## src/rtl/reg_file_mp.sv

```systemverilog
// rtl/reg_file_mp.sv - multi-port register file with write-first bypass, single clear and clear-all sweep
module reg_file_mp #(
    parameter int DATA_W  = 16,
    parameter int ADDR_W  = 3,
    parameter int N_RD    = 2,
    parameter int R0_ZERO = 0
) (
    input  logic                     clk,
    input  logic                     rst,
    input  logic [N_RD*ADDR_W-1:0]   rd_addr,
    output logic [N_RD*DATA_W-1:0]   rd_data,
    input  logic                     we0,
    input  logic [ADDR_W-1:0]        wa0,
    input  logic [DATA_W-1:0]        wd0,
    input  logic                     we1,
    input  logic [ADDR_W-1:0]        wa1,
    input  logic [DATA_W-1:0]        wd1,
    input  logic                     clr_one,
    input  logic [ADDR_W-1:0]        clr_addr,
    input  logic                     clr_all,
    output logic                     busy,
    output logic                     clr_done,
    output logic                     wr_conflict
);

    localparam int               DEPTH    = 1 << ADDR_W;
    localparam logic [ADDR_W-1:0] LAST_PTR = ADDR_W'(DEPTH - 1);

    localparam logic [0:0] ST_IDLE  = 1'b0;
    localparam logic [0:0] ST_SWEEP = 1'b1;

    logic [0:0]              r_state;
    logic [ADDR_W-1:0]       r_ptr;
    logic [DATA_W-1:0]       r_mem [DEPTH];
    logic [N_RD*DATA_W-1:0]  r_rd_data;
    logic                    r_clr_done;
    logic                    r_wr_conflict;

    logic                    w_busy;
    logic [N_RD*DATA_W-1:0]  w_rd_next;

    assign w_busy      = (r_state == ST_SWEEP);
    assign busy        = w_busy;
    assign rd_data     = r_rd_data;
    assign clr_done    = r_clr_done;
    assign wr_conflict = r_wr_conflict;

    // Value a read port must see after this edge: same-cycle clear/write wins over stored data.
    function automatic logic [DATA_W-1:0] f_rd_value(input logic [ADDR_W-1:0] a);
        logic [DATA_W-1:0] v;
        v = '0;
        if (w_busy || ((R0_ZERO != 0) && (a == '0))) begin
            v = '0;
        end else if (clr_one && (clr_addr == a)) begin
            v = '0;
        end else if (we0 && (wa0 == a)) begin
            v = wd0;
        end else if (we1 && (wa1 == a)) begin
            v = wd1;
        end else begin
            v = r_mem[a];
        end
        return v;
    endfunction

    for (genvar k = 0; k < N_RD; k++) begin : g_rd
        logic [ADDR_W-1:0] w_a;
        assign w_a = rd_addr[k*ADDR_W +: ADDR_W];
        assign w_rd_next[k*DATA_W +: DATA_W] = f_rd_value(w_a);
    end

    // Sweep sequencer, registered read data and status pulses.
    always_ff @(posedge clk) begin
        if (rst) begin
            r_state       <= ST_SWEEP;
            r_ptr         <= '0;
            r_rd_data     <= '0;
            r_clr_done    <= 1'b0;
            r_wr_conflict <= 1'b0;
        end else begin
            r_rd_data     <= w_rd_next;
            r_clr_done    <= 1'b0;
            r_wr_conflict <= 1'b0;
            if (w_busy) begin
                r_ptr <= r_ptr + 1'b1;
                if (r_ptr == LAST_PTR) begin
                    r_state    <= ST_IDLE;
                    r_clr_done <= 1'b1;
                end
            end else begin
                r_wr_conflict <= we0 && we1 && (wa0 == wa1);
                if (clr_all) begin
                    r_state <= ST_SWEEP;
                    r_ptr   <= '0;
                end
            end
        end
    end

    // Storage update; later assignments win, giving clr_one > port0 > port1 per entry.
    always_ff @(posedge clk) begin
        if (!rst) begin
            if (w_busy) begin
                r_mem[r_ptr] <= '0;
            end else begin
                if (we1 && !((R0_ZERO != 0) && (wa1 == '0))) begin
                    r_mem[wa1] <= wd1;
                end
                if (we0 && !((R0_ZERO != 0) && (wa0 == '0))) begin
                    r_mem[wa0] <= wd0;
                end
                if (clr_one && !((R0_ZERO != 0) && (clr_addr == '0))) begin
                    r_mem[clr_addr] <= '0;
                end
            end
        end
    end

endmodule

```

## config.mk

```make
export PLATFORM = sky130hd
export DESIGN_NAME = reg_file_mp
export DESIGN_NICKNAME = d
export VERILOG_FILES = /design/src/rtl/reg_file_mp.sv
export SDC_FILE = /design/constraint.sdc
export NUM_CORES = 1
export LEC_CHECK = 0
export CAP_MARGIN = 20
export CORE_UTILIZATION = 45
export CTS_CLUSTER_SIZE = 28
export DETAILED_ROUTE_END_ITERATION = 7
export SLEW_MARGIN = 10
export SYNTH_ARGS = -nofsm -noshare
export SYNTH_HDL_FRONTEND = slang
export SYNTH_SLANG_ARGS = --single-unit
```

## constraint.sdc

```tcl
create_clock -name clk -period 3.6 [get_ports clk]
set_clock_uncertainty 0.05 [all_clocks]
set_input_delay 0.9 -clock clk [delete_from_list [all_inputs] [get_ports clk]]
set_output_delay 0.9 -clock clk [all_outputs]
set_load 0.01 [all_outputs]
```

==> results.sh <==
export IMPL_dieHeight_um=151
export IMPL_required_ps=3880
export IMPL_die_area_um2=22800
export IMPL_cts_root_buffer="clkbuf_16"
export IMPL_grt_pass1_wl_um=48400
export IMPL_max_slew_margin_rel=0.281
export IMPL_drtPass1Iterations=5
export IMPL_synth_area_leaders="dfxtp_1 33%, mux2i_1 14%, mux4_2 14%"
export IMPL_drt_iter0_markers=779
export IMPL_worstPathCellList="clkdlybuf4s50_1 > or3b_1 > buf_4 > a21oi_1 > nor3_2 > nand3_1 > buf_4 > o311ai_1"
export IMPL_num_nets_final=1135
export IMPL_synthXorXnorAreaFrac=0.0132
export IMPL_route_vias_total=8570
export IMPL_final_period_minus_worst_setup_slack_ps=3060
export IMPL_max_freq_mhz=327
export IMPL_synth_warnings=0
export IMPL_critPathCaptureType="register"
export IMPL_cts_sinks=166
export IMPL_synth_top_family_by_area="multiplexers"
export IMPL_die_w_um=151
export IMPL_postRouteAntennaNets=0
export IMPL_crit_fanout=17
export IMPL_tightest_slew_ps=1080
export IMPL_finalHoldViolCount=0
export IMPL_p_per_area_nw_per_um2=524
export IMPL_gr_total_overflow=0
export IMPL_status="complete, no violations"
export IMPL_synthAdderAreaFrac=0.00251
export IMPL_yosysTopAreaCell="dfxtp_1"
export IMPL_syn_cell_area_um2=9970
export IMPL_syn_inst=1042
export IMPL_finalNonFillerCells=1373
export IMPL_period_share=0.849
export IMPL_synth_top_area_frac=0.333
export IMPL_holdCritPathClass="register to register"
export IMPL_synth_async_reset_ratio=0
export IMPL_cp_slowest_cell="nor3_2"
export IMPL_dpl_hpwl_um=22600
export IMPL_crit_family="simple AND/OR/NAND/NOR gates"
export IMPL_route_detailed_drc=0
export IMPL_grt_max_degree=33
export IMPL_crit_buf_inv=3
export IMPL_routabilityCongestion=0.869
export IMPL_pin_count=88
export IMPL_synthSimpleGateAreaFrac=0.132
export IMPL_synth_mux_area_frac=0.294
export IMPL_cts_tree="built"
export IMPL_final_max_slew_viol_count=0
export IMPL_rows=54
export IMPL_placed_cells=1340
export IMPL_cp_arrival_ps=3330
export IMPL_ys_ff_latch=166
export IMPL_crit_type="input port to register"
export IMPL_clock_path_buffers=2
export IMPL_grt_pass1_vias=8015
export IMPL_drive_gt1_frac=0.166
export IMPL_synth_compound_area_frac=0.173
export IMPL_tns_ps=0
export IMPL_clock_latency_ps=430
export IMPL_numCtsBuffers=17
export IMPL_crit_top_cell="buf_4"
export IMPL_wire_per_inst_um=22.9
export IMPL_avgSynthCellArea_um2=9.57
export IMPL_post_cts_resized=0
export IMPL_area_delta_synth_final_pct=20.5
export IMPL_clk_pin_slew_ps=70
export IMPL_setup_viol=0
export IMPL_synth_fp_nets=1097
export IMPL_max_vdd_ir_drop_mv=0.258
export IMPL_antenna_found_initial=0
export IMPL_coreArea_um2=21800
export IMPL_setup_worst_path_start_class="input port"
export IMPL_synth_distinct_cells=53
export IMPL_cts_setup_buffers=0
export IMPL_cts_hold_buf=0
export IMPL_io_buffer_count=87
export IMPL_cap_violations=0
export IMPL_routed_wl_um=31400
export IMPL_grt_use_total=0.284
export IMPL_synth_enable_flop_cells=0
export IMPL_yosysSeqAreaShare=0.333
export IMPL_routed_via_density=6.24
export IMPL_initial_core_util=0.458
export IMPL_htreeDepth=4
export IMPL_n_antenna_cell=0
export IMPL_p_leak_nw=4.90
export IMPL_ys_flop_type="dfxtp_1"
export IMPL_max_stage_delay_ps=840
export IMPL_rsz0062_at_grt="false"
[cell usage in the layout (no fill, tap or decap), drive strengths merged, types with 4 or more instances in the layout]
| master | instances |
|---|---|
| mux4 | 64 |
| a21oi | 22 |
| inv | 14 |
| nor3b | 4 |
| o31ai | 10 |
| buf | 65 |
| clkdlybuf4s50 | 83 |
| nor4 | 19 |
| nand2 | 73 |
| o311ai | 14 |
| dfxtp | 166 |
| a211oi | 127 |
| xor2 | 15 |
| and2 | 17 |
| mux2i | 144 |
| a311o | 14 |
| a221o | 16 |
| nor2 | 137 |
| mux2 | 4 |
| nor4b | 6 |
| clkbuf | 18 |
| nand2b | 7 |
[tightest hold or removal path, delay by kind of cell, from the launching register on]
family,cells,cell delay [ps]
compound gates,1,50
flops,1,320
simple gates,1,100
[report_power, final]
| part | total [W] | internal [W] | switching, W |
|---|---|---|---|
| combinational | 0.00164 | 0.000918 | 0.000724 |
| sequential | 0.00278 | 0.00237 | 0.000411 |
| clock | 0.00187 | 0.00104 | 0.000829 |
| total | 0.00630 | 0.00433 | 0.00196 |
[worst paths after layout]
check	from	depth (start not counted)	endpoint	slack, ps
setup / recovery	rst	8	rd_data[27]$_SDFF_PP0_	540
hold / removal	r_mem[7][5]$_SDFFE_PP0P_	2	r_mem[7][5]$_SDFFE_PP0P_	460
setup reg to reg	busy$_SDFF_PP1_	7	rd_data[27]$_SDFF_PP0_	1020
hold reg to reg	r_mem[7][5]$_SDFFE_PP0P_	2	r_mem[7][5]$_SDFFE_PP0P_	460
[cells in the mapped netlist (all sizes together) (10+ instances only)]
library cell and n:
o31ai 10, xor2 15, nor4 19, a221o 16, a211oi 127, mux2i 144
buf 44, a311o 14, mux4 64, clkbuf 85, a21oi 22, nor2 137
dfxtp 166, and2 17, o311ai 14, nand2 73
[sequential cells by signal, summed over array words and instances, names as in the netlist]
name and count:
busy 1, clr_done 1, r_mem 128, r_ptr 3
rd_data 32, wr_conflict 1
[per-stage QoR]
| stage | hold slack [ps] | area, um2 | total power, W | setup WS [ps] | utilization |
|---|---|---|---|---|---|
| after floorplan | 422 | 9970 | 0.00386 | 502 | - |
| after global placement | 446 | 11400 | 0.00434 | 163 | 0.525 |
| after detailed placement | 454 | 11400 | 0.00441 | 109 | 0.525 |
| after CTS | 462 | 12000 | 0.00627 | 562 | 0.552 |
| after global routing | 481 | 12000 | 0.00658 | 381 | 0.552 |
| final | 460 | 12000 | 0.00630 | 544 | 0.552 |
[area by class of cell]
| class | count | area, um2 |
|---|---|---|
| repair buffers | 148 | 1450 |
| well taps | 280 | 350 |
| clock inverters | 14 | 163 |
| clock buffers | 18 | 429 |
| fillers | 1973 | 9740 |
| flip-flops and latches | 166 | 3320 |
| multi-input cells | 740 | 6270 |
| inverters | 7 | 26.3 |
[logic make-up after synthesis]
kind of cell	count (synthesis)
xor+xnor	15
fa+ha+maj	2
buf+inv	136
flops	166
compound gates	224
mux	212
simple gates	287
[layer usage]
metal  share of wire  global-route usage
met4          0.0082              0.0600
met2            0.44               0.424
met3           0.069              0.0518
met1            0.48               0.424
met5               0                   0
Power figures use the tool's default switching activity.
